<file path="src/rtl/sb_3320_color_sensor_emulator.sv">
// sb_3320_color_sensor_emulator
//
// Behavioural, synthesizable stand-in for a TCS3200 colour sensor. It sits on
// the sensor side of the S0-S3 / OUT interface. It turns the scaling and filter
// pins into a square wave on OUT. The wave's half-period comes from one of four
// programmable registers.
//
// Ports
//   clk50       in   50 MHz system clock, rising edge
//   rst_n       in   synchronous active-low reset
//   S0, S1      in   frequency scaling (00 off, 01 2%, 10 20%, 11 100%), async
//   S2, S3      in   filter select (00 red, 01 blue, 10 clear, 11 green), async
//   OUT         out  emulated frequency output, registered
//   cfg_we      in   single-cycle write strobe for a half-period register
//   cfg_sel     in   register select, same coding as {S2,S3}
//   cfg_data    in   half-period in clk50 cycles at 100% scale (0 = dark)
//   edge_clr    in   synchronous clear of edge_count
//   edge_count  out  OUT rising edges since reset/clear, wraps
//   state_o     out  FSM state: 0 OFF, 1 SETTLE, 2 RUN
//
// State   | meaning
// --------+----------------------------------------------------------
// OFF     | power-down (S0S1 = 00), OUT low, counters held at zero
// SETTLE  | pins just changed, OUT held low for SETTLE_CYC cycles
// RUN     | OUT toggles every lim cycles, lim re-latched at each toggle

module sb_3320_color_sensor_emulator #(
  parameter int unsigned SETTLE_CYC     = 100,
  parameter logic [15:0] DEF_RED_HALF   = 16'd200,
  parameter logic [15:0] DEF_GREEN_HALF = 16'd250,
  parameter logic [15:0] DEF_BLUE_HALF  = 16'd150,
  parameter logic [15:0] DEF_CLEAR_HALF = 16'd80
) (
  input  logic        clk50,
  input  logic        rst_n,
  input  logic        S0,
  input  logic        S1,
  input  logic        S2,
  input  logic        S3,
  output logic        OUT,
  input  logic        cfg_we,
  input  logic [1:0]  cfg_sel,
  input  logic [15:0] cfg_data,
  input  logic        edge_clr,
  output logic [15:0] edge_count,
  output logic [1:0]  state_o
);

  typedef enum logic [1:0] {
    ST_OFF    = 2'd0,
    ST_SETTLE = 2'd1,
    ST_RUN    = 2'd2
  } state_t;

  localparam logic [15:0] SETTLE_LAST = 16'(SETTLE_CYC - 1);

  state_t      state_q;
  logic [3:0]  meta_q;
  logic [3:0]  sel_s_q;
  logic [3:0]  sel_q;
  logic [15:0] half_q [4];
  logic [15:0] settle_q;
  logic [21:0] cnt_q;
  logic [21:0] lim_q;
  logic        out_q;
  logic [15:0] edge_q;

  logic        chg;
  logic [15:0] half_sel;
  logic [21:0] half_ext;
  logic [21:0] scaled_lim;
  logic        toggle;
  logic        rise;

  // Two-flop synchronizer for the asynchronous pins, bit order {S0,S1,S2,S3}.
  always_ff @(posedge clk50) begin
    if (!rst_n) begin
      meta_q  <= 4'b0000;
      sel_s_q <= 4'b0000;
    end else begin
      meta_q  <= {S0, S1, S2, S3};
      sel_s_q <= meta_q;
    end
  end

  // Half-period registers, indexed by the filter code.
  always_ff @(posedge clk50) begin
    if (!rst_n) begin
      half_q[0] <= DEF_RED_HALF;
      half_q[1] <= DEF_BLUE_HALF;
      half_q[2] <= DEF_CLEAR_HALF;
      half_q[3] <= DEF_GREEN_HALF;
    end else if (cfg_we) begin
      half_q[cfg_sel] <= cfg_data;
    end
  end

  assign chg      = (sel_s_q != sel_q);
  assign half_sel = half_q[sel_s_q[1:0]];
  assign half_ext = {6'd0, half_sel};

  // Slower output scales stretch the half-period; shift-add keeps this
  // multiplier-free.
  always_comb begin
    scaled_lim = '0;
    case (sel_s_q[3:2])
      2'b11:   scaled_lim = half_ext;
      2'b10:   scaled_lim = (half_ext << 2) + half_ext;
      2'b01:   scaled_lim = (half_ext << 5) + (half_ext << 4) + (half_ext << 1);
      default: scaled_lim = '0;
    endcase
  end

  assign toggle = (state_q == ST_RUN) && (sel_s_q[3:2] != 2'b00) && !chg &&
                  (lim_q != 22'd0) && (cnt_q == lim_q - 22'd1);
  assign rise   = toggle && !out_q;

  always_ff @(posedge clk50) begin
    if (!rst_n) begin
      state_q  <= ST_OFF;
      sel_q    <= 4'b0000;
      settle_q <= '0;
      cnt_q    <= '0;
      lim_q    <= '0;
      out_q    <= 1'b0;
    end else begin
      sel_q <= sel_s_q;
      if (sel_s_q[3:2] == 2'b00) begin
        state_q  <= ST_OFF;
        out_q    <= 1'b0;
        cnt_q    <= '0;
        settle_q <= '0;
      end else if (chg || state_q == ST_OFF) begin
        state_q  <= ST_SETTLE;
        out_q    <= 1'b0;
        cnt_q    <= '0;
        settle_q <= '0;
      end else begin
        case (state_q)
          ST_SETTLE: begin
            if (settle_q == SETTLE_LAST) begin
              state_q <= ST_RUN;
              cnt_q   <= '0;
              lim_q   <= scaled_lim;
            end else begin
              settle_q <= settle_q + 16'd1;
            end
          end
          ST_RUN: begin
            if (lim_q == 22'd0) begin
              // Dark channel: keep polling the register so a later write wakes it.
              out_q <= 1'b0;
              cnt_q <= '0;
              lim_q <= scaled_lim;
            end else if (toggle) begin
              // New half-period value is only picked up here, so a write
              // never truncates the phase in progress.
              out_q <= ~out_q;
              cnt_q <= '0;
              lim_q <= scaled_lim;
            end else begin
              cnt_q <= cnt_q + 22'd1;
            end
          end
          default: state_q <= ST_OFF;
        endcase
      end
    end
  end

  always_ff @(posedge clk50) begin
    if (!rst_n) begin
      edge_q <= '0;
    end else if (edge_clr) begin
      edge_q <= '0;
    end else if (rise) begin
      edge_q <= edge_q + 16'd1;
    end
  end

  assign OUT        = out_q;
  assign edge_count = edge_q;
  assign state_o    = state_q;

endmodule

</file>
<file path="config.mk">
export PLATFORM = sky130hd
export DESIGN_NAME = sb_3320_color_sensor_emulator
export DESIGN_NICKNAME = d
export VERILOG_FILES = /design/src/rtl/sb_3320_color_sensor_emulator.sv
export SDC_FILE = /design/constraint.sdc
export NUM_CORES = 1
export LEC_CHECK = 0
export ABC_AREA = 1
export CAP_MARGIN = 20
export CORE_MARGIN = 3
export CORE_UTILIZATION = 40
export CTS_BUF_LIST = sky130_fd_sc_hd__clkbuf_4
export CTS_CLUSTER_DIAMETER = 60
export CTS_CLUSTER_SIZE = 30
export DETAILED_ROUTE_END_ITERATION = 6
export PLACE_DENSITY_LB_ADDON = 0.25
export SYNTH_ARGS = -nofsm -noshare
export SYNTH_HDL_FRONTEND = slang
export SYNTH_SLANG_ARGS = --single-unit
</file>
<file path="constraint.sdc">
create_clock -name clk50 -period 5.1 [get_ports clk50]
set_clock_uncertainty 0.1 [all_clocks]
set_input_delay 1.53 -clock clk50 [delete_from_list [all_inputs] [get_ports clk50]]
set_output_delay 1.53 -clock clk50 [all_outputs]
set_load 0.03 [all_outputs]
</file>
**After elaboration in Yosys (flattened, before gate mapping)**

Memory sizes are Yosys's and may differ from the RTL's. A register that Yosys moved wholly into a read port is not among the register bits.
Cells that the tools add are included.

- Add/subtract/negate cells: 7
- Div/mod/pow operators: 0
- Shifts and indexed selects: 0
- $mul: 0
- $lt $le $gt $ge: 0
- Equality and inequality tests: 12
- Multiplexer cells: 22
- Bitwise operators: 6
- Reduce and logical (&&, ||, !) cells: 25

Operators with widths:

| kind | number |
|---|---|
| 22-bit two-way mux | 6 |
| 22-bit case mux with 2 select lines | 2 |
| 22-bit case mux with 3 select lines | 1 |
| 16-bit by 1-bit adder with 16-bit output (second input constant) | 2 |
| 21-bit by 20-bit adder with 22-bit output | 1 |
| 22-bit by 1-bit adder with 22-bit output (second input constant) | 1 |
| 22-bit by 17-bit adder with 22-bit output | 1 |
| 22-bit equality test | 1 |
| 22-bit zero test | 1 |
| 22-bit nonzero test | 1 |
| 22-bit by 1-bit subtractor with 22-bit output (second input constant) | 1 |
| 18-bit by 16-bit adder with 19-bit output | 1 |
| 16-bit by 7-bit equality test with 1-bit output (second input constant) | 1 |
| 16-bit two-way mux | 1 |
| 16-bit OR reduction | 1 |
| 2-bit AND reduction | 5 |
| 1-bit two-way mux | 8 |
| 2-bit equality test (second input constant) | 3 |
| 2-bit two-way mux | 3 |
| 1-bit NOT | 6 |
| 2-bit nonzero test | 3 |
| 1-bit logical AND | 5 |
| 5-bit AND reduction | 1 |
| 2-bit by 1-bit equality test with 1-bit output (second input constant) | 2 |
| 11 further kinds | 14 |

- Input port bits: 26
- Output and inout bits: 19
- Memories: 1
- Register bits: 91
- Bits in read-only memories: 0
- Memory bits (writable): 64
- Latch bits: 0

Memories:

| name | depth | width | rd ports | clocked after Yosys merged registers in | wr ports | line | text |
|---|---|---|---|---|---|---|---|
| half_q | 4 | 16 | 1 | 1 | 4 | 61 | `logic [15:0] half_q [4];` |

**Depth between registers and ports, before layout**

Gate-level depths: netlist (run 1).

- Word-level depth: 8
- Depth in mapped cells: 21
- Gate-level depth less buffers: 19

**Worst setup path before layout (run 1)**

Ideal clock, no wire load.

- Path kind: reg2reg
- Start: register sel_s_q[1]
- End: register lim_q[13]
- Period minus slack after synthesis: 3748 ps
- Cell stages (with the launch flop): 19
- Arrival time: 3535 ps
- Data required time: 4887 ps
- Slack: 1352 ps
- Cell sequence: dfxtp_1 buf_2 inv_1 clkbuf_1 o21ai_0 o22ai_1 fa_1 ha_1 fa_1 nand3_1 nand2_1 a21boi_0 o21ai_0 xnor2_1 o21ai_0 inv_1 nand3_1 nor2_1 nor2_1

- Cells in the longest elaborated chain, start to end: 7
- Elaborated cells between the ends (all ways): 9
- Those cells by class: eq/ne: 2; bitwise: 1; reduce/logical: 6

RTL lines:

| item | line | text |
|---|---|---|
| start, declared | 59 | `logic [3:0] sel_s_q;` |
| start signal, assigned | 82 | `sel_s_q <= meta_q;` |
| 4-bit != test (*) | 98 | `assign chg = (sel_s_q != sel_q);` |
| 1-bit zero test | 114 | `assign toggle = (state_q == ST_RUN) && (sel_s_q[3:2] != 2'b00) && !chg &&` |
| 1-bit logical AND (2 in series) | 114 |  |
| 1-bit logical AND | 115 | `(lim_q != 22'd0) && (cnt_q == lim_q - 22'd1);` |
| 3-bit by 2-bit != test with 1-bit output (no source line) | - |  |
| 5-bit AND reduction (no source line) (*) | - |  |
| end signal, assigned | 144 | `lim_q <= scaled_lim;` |
| end signal, assigned | 154 | `lim_q <= scaled_lim;` |
| end signal, assigned | 160 | `lim_q <= scaled_lim;` |
| end, declared | 64 | `logic [21:0] lim_q;` |

Every way passes the cells marked *; elsewhere a longest branch is shown, timed or not.
A chain may end at the register's enable or synchronous reset.

**Final worst setup path (run 1)**

- Start: register sel_s_q[0]
- End: register lim_q[19]

Same word-level chain as after synthesis.

==> results of run 1 <==
area by class of cell:
type	count	area share, %
clock buffers	17	1.12
well taps	330	3.61
repair buffers	60	4.90
diodes	1	0.0219
flip-flops and latches	155	32.7
clock inverters	15	1.26
inverters	187	6.13
multi-input cells	1088	50.3
synth_stat cells (all sizes together) (14+ instances only):
library cell | instances | share of area (%)
xor2 | 26 | 2.3
o22ai | 14 | 0.84
clkbuf | 23 | 0.83
edfxtp | 64 | 19
nand2 | 347 | 13
xnor2 | 28 | 2.4
ha | 42 | 5.1
dfxtp | 91 | 18
nand3 | 122 | 6.0
fa | 14 | 2.7
nor3 | 33 | 1.6
a21oi | 75 | 3.6
inv | 184 | 6.7
o21ai | 75 | 3.6
nand4 | 24 | 1.5
nor2 | 239 | 9.4
where the power goes:
part | leakage (uW) | internal (uW) | total [uW] | switching [uW]
registers | 0.00136 | 1340 | 1350 | 14.0
logic | 0.00331 | 288 | 796 | 508
clock network | 0.000158 | 237 | 781 | 544
total | 0.00483 | 1860 | 2930 | 1070
path summary, 6_finish.rpt:
path                              start                     end  slack [ns]  depth (start not counted)
setup / recovery  sel_s_q[0]$_SDFF_PN0_  lim_q[19]$_SDFFE_PN0P_        0.72                         14
hold / removal     meta_q[0]$_SDFF_PN0_   sel_s_q[0]$_SDFF_PN0_        0.33                          2
setup reg to reg  sel_s_q[0]$_SDFF_PN0_  lim_q[19]$_SDFFE_PN0P_        0.72                         14
hold reg to reg    meta_q[0]$_SDFF_PN0_   sel_s_q[0]$_SDFF_PN0_        0.33                          2
per-layer routing:
layer  up-vias  GRT usage (%)  wire length (um)
met4         0           5.45               470
met1      4371           27.5             13200
met5         -              0                 0
met2       187           32.0             12400
li1       4870              -                 -
met3        34           2.78              1010
flip-flops by register name (all words and copies together), names as in the netlist:
name / cells
OUT: 1
cnt_q: 22
edge_count: 16
half_q: 64
lim_q: 22
meta_q: 4
sel_q: 4
sel_s_q: 4
settle_q: 16
state_o: 2
layout by cell type (no fill, tap or decap), types with 3 or more instances in the layout:
cell and instances:
a211oi_1 4, a21boi_0 3, a21o_1 4, a21oi_1 75, a221oi_1 3, buf_4 16
clkbuf_4 17, clkdlybuf4s50_1 44, clkinv_1 3, dfxtp_1 91, edfxtp_1 64, fa_1 14
ha_1 42, inv_1 183, inv_6 6, nand2_1 340, nand2_2 5, nand3_1 119
nand3_2 3, nand3b_1 8, nand4_1 23, nor2_1 224, nor2_2 9, nor2_4 5
nor3_1 32, nor3b_1 4, nor4_1 6, o21ai_0 74, o21bai_1 4, o22ai_1 14
or2_2 4, xnor2_1 27, xor2_1 25
worst register-to-register path, stage by stage, from the launching register on:
cell and delay, ns:
dfxtp_1 0.33, inv_1 0.40, buf_4 0.31, o21ai_0 0.10
o22ai_1 0.65, fa_1 0.55, ha_1 0.38, a21oi_1 0.19
nand2_1 0.10, a21boi_0 0.44, o21ai_0 0.22, nand2_1 0.12
nor3b_1 0.19, nand3_1 0.10, a21oi_1 0.17
stage by stage:
step           area (um2)  instances
2_1_floorplan       10400       1466
3_5_place_dp        11200       1820
5_1_grt             11400       1853
3_3_place_gp        11200       1820
4_1_cts             11400       1852
6_report            11400       1853
logic make-up after synthesis:
logic type / count (synthesis) / share of synthesized area (%)
AOI/OAI and AO/OA: 191 / 10.1
adders and majority gates: 56 / 7.77
xor gates and xnor gates: 54 / 4.70
and+or+nand+nor: 787 / 32.9
DFF: 155 / 36.1
buffers and inverters: 223 / 8.47
==> reports/summary.txt, run 1 <==
Multi-input combinational cell area: 5750 um2
# DRC: 0
Layout cells sized above 1: 5.39%
Gr ovfl total: 0
Hold_buf cts: 0
Top_reg_cell synth: dfxtp_1
Hold WC Path Type: reg2reg
Seq/Total Area, Yosys: 36.1%
Crit start category: flop
Post-DP HPWL: 20500 um
Num CTS Buffers: 17
FMAX: 228 MHz
First-pass GRT wire length: 45700 um
CP max FO: 17
CP Data Required Time: 5.53 ns
CTS tree: done
TNS Setup: 0 ns
Fillers: 2577
Clock root buffer: clkbuf_4
GRT Total Usage: 19.7%
Die Width: 167 um
Syn Inst Count: 1466
GPL Wtd Cong: 0.921
Initial antenna violation count: 1
Drt wl/cell: 14.6 um
Slowest cell delay on critical path: 0.65 ns
Core Area: 25300 um2
Die Ht: 167 um
Via Count: 9462
Clk slew on worst S/H paths: 0.16 ns
Vias per cell: 5.11
Final Critical Period: 4.38 ns
Post-CTS Resized: 0
Initial cell density of the core: 41.0%
MaxCap Viol Count: 0
IO Count: 45
Leak Pwr: 0.00483 uW
Synthesized Nets: 1548
Status: completed
Final slew viol count: 0
Setup crit end kind: flop
Die area: 27900 um2
Crit Path Category: reg2reg
Post-synth EDFFs: 64
Sum of buffers and inverters on the critical path: 2
Slew headroom: 41.5%
Mean post-synth cell area: 7.08 um2
Cells along the critical path: inv_1, buf_4, o21ai_0, o22ai_1, fa_1, ha_1, a21oi_1, nand2_1, a21boi_0, o21ai_0, nand2_1, nor3b_1, nand3_1, a21oi_1
Yosys cell types: 48
CP max-delay cell: o22ai_1
Reg area: 3740 um2
Detail Route Antenna Nets: 0
CTS max path bufs: 2
RSZ-0062 raised after global routing: false
Detailed Route Iter0 Violations: 678
Util after Layout: 45.2%
Worst VDD drop: 0.000175 V
Power Density: 256 nW/um2
Fin crit share: 85.9%
Final wirelength: 27000 um
WHS: 0.329 ns
Final hold viol count: 0
Setup WS post-layout: 0.720 ns
Total power: 2930 uW
IO buf count: 44
Layout Nets: 1591
Worst Path Arrival: 4.81 ns
Seq cells post-synth: 155
Number of setup buffers added after CTS: 0
Row count: 58
Clock sinks: 155
Area delta synth->final: 10.3%
Largest net degree at the start of global routing: 35
Setup-failing EPs final: 0
H-tree levels: 4
Area of the mapped netlist: 10400 um2
Top Family by Delay on Critical Path: compound AO/OA/AOI/OAI gates
DR pass1 iterations: 5
Fraction of registers with async set/reset: 0%
Worst skew pair latency: 0.62 ns
Vias in the first global route: 9134
Worst Tran Pin Value: 0.874 ns
Ys Warns: 0
Post-place setup slack: 0.716 ns
(Power assumes the default switching activity.)
==> run 2, diff against run 1 <==
--- a/config.mk
+++ b/config.mk
@@ -11,7 +11,7 @@
 export CORE_UTILIZATION = 40
 export CTS_BUF_LIST = sky130_fd_sc_hd__clkbuf_4
 export CTS_CLUSTER_DIAMETER = 60
-export CTS_CLUSTER_SIZE = 30
+export CTS_CLUSTER_SIZE = 10
 export DETAILED_ROUTE_END_ITERATION = 6
 export PLACE_DENSITY_LB_ADDON = 0.25
 export SYNTH_ARGS = -nofsm -noshare
==> results of run 2 <==
Final layout, timing and power as in run 1 (identical DEF).
==> patch, RTL diff (flow settings as in run 2) <==
Add an input register stage for `cfg_data`; this delays it by one clock. The other inputs are not delayed to match. Comments in the files are not updated.
--- a/src/rtl/sb_3320_color_sensor_emulator.sv
+++ b/src/rtl/sb_3320_color_sensor_emulator.sv
@@ -54,6 +54,12 @@
 
   localparam logic [15:0] SETTLE_LAST = 16'(SETTLE_CYC - 1);
 
+  logic [15:0] cfg_data_q;
+
+  always_ff @(posedge clk50) begin
+    cfg_data_q <= cfg_data;
+  end
+
   state_t      state_q;
   logic [3:0]  meta_q;
   logic [3:0]  sel_s_q;
@@ -91,7 +97,7 @@
       half_q[2] <= DEF_CLEAR_HALF;
       half_q[3] <= DEF_GREEN_HALF;
     end else if (cfg_we) begin
-      half_q[cfg_sel] <= cfg_data;
+      half_q[cfg_sel] <= cfg_data_q;
     end
   end
 
Formal check against the unedited RTL: same outputs for any inputs over 4 cycles, from zero or initial values and one cycle with rst_n low; that may be too few to reach the edited logic, so the function may still have changed.
==> patch against run 2 <==
Sequential cell count up 16; synthesized cell count down 2.2%; design area up 0.38%; synthesized area down 0.18%; total power down 2.0%; wire length down 1.6%; setup slack better by 0.055 ns; highest routed layer unchanged.
==> patch: results (changes against run 2) <==
metric;value;unit;change
wire_per_inst;14.6;um;-0.13%
drt-met1-wl;13400;um;+1.7%
min_from;meta_q[2];;
drt_iter0_drc;685;;+1.0%
n_fill_cell;2578;;+0.039%
wl_met3;1100;um;+8.5%
largestRegisters;half_q: 64 flops, cnt_q: 22 flops, lim_q: 22 flops;;
grt_usage;19.4;%;-0.25 points
whs_endpoint;sel_s_q[2];;
final_nets;1563;;-1.8%
async_reset_ff_share;0;%;unchanged
antenna_found_initial;1;;unchanged
use_met2;30.4;%;-1.6 points
ys_warn_count;0;;unchanged
synth_commonest_cells;nand2_1, nor2_1, inv_1;;
clkLatencyLatePin;0.60;ns;-0.02 ns
ys_seq_area_share;39.3;%;+3.2 points
grt_pass1_wl;44600;um;-2.2%
reg2reg_slack;0.78;ns;+0.06 ns
gp_congestion;0.904;;-1.9%
cts_setup_buffers;0;;unchanged
grt_pass1_vias;8679;;-5.0%
worst-setup-path-type;reg2reg;;
outcome;completed;;
synth-compound-area-share;10.5;%;+0.37 points
ir_worst_vdd;0.000184;V;+5.5%
dpl.hpwl;19900;um;-2.6%
slowest_delay;0.69;ns;+0.04 ns
synth_flop_cell;dfxtp_1;;
synth_xor_xnor_area_share;3.72;%;-0.98 points
wl_met2;11700;um;-5.0%
holdWs;0.326;ns;-0.00273 ns
r2r_start;sel_s_q[0];;
worst-endpoint-arrival;4.73;ns;-0.08 ns
crit_fanout;32;;+15
final_design_area_no_fill;11500;um2;+0.38%
synthMuxAreaShare;0;%;unchanged
vias_per_cell;5.10;;-0.13%
synth.avg_cell_area;7.22;um2;+2.0%
use_met3;2.56;%;-0.21 points
leakagePower;5.03;nW;+4.0%
dpl_cell_area;11200;um2;+0.20%
clk_pin_slew_worst_paths;0.20;ns;+0.04 ns
relSlewSlack;36.0;%;-5.5 points
cp-endpoint;lim_q[15];;
via_count;9307;;-1.6%
yosys.area_share.adder;7.78;%;+0.014 points
portBuffers;44;;unchanged
grt_use_met1;28.7;%;+1.2 points
synth.net_count;1516;;-2.1%
firstDrtPassIters;5;;unchanged
yosys-top-cells-area;dfxtp_1, edfxtp_1, nand2_1;;
reg2regPathDepth;15;;+1
drive_gt1_share;5.22;%;-0.17 points
pre_cts_ws;0.790;ns;+0.0741 ns
crit_slowest_cell;inv_1;;
patch: cell types whose count changed after synthesis, moves of 4 or more:
cell / change
nand3_1: -26
inv_1: -17
dfxtp_1: +16
xnor2_1: -11
nand4_1: +10
a21oi_1: +8
nor4_1: -4
patch: power by group:
group	internal (mW)	switching [mW]	leakage, nW	total (mW)
Combinational	0.204	0.361	3.34	0.566
Sequential	1.45	0.0134	1.52	1.47
Clock	0.235	0.601	0.162	0.837
patch: area by class of cell:
| type | instances | area share [%] |
|---|---|---|
| Clock buffer | 17 | 1.11 |
| Antenna cell | 1 | 0.0218 |
| Tap cell | 330 | 3.59 |
| Timing Repair Buffer | 62 | 5.01 |
| Inverter | 173 | 5.66 |
| Clock inverter | 15 | 1.44 |
| Multi-Input combinational cell | 1056 | 47.8 |
| Sequential cell | 171 | 35.4 |
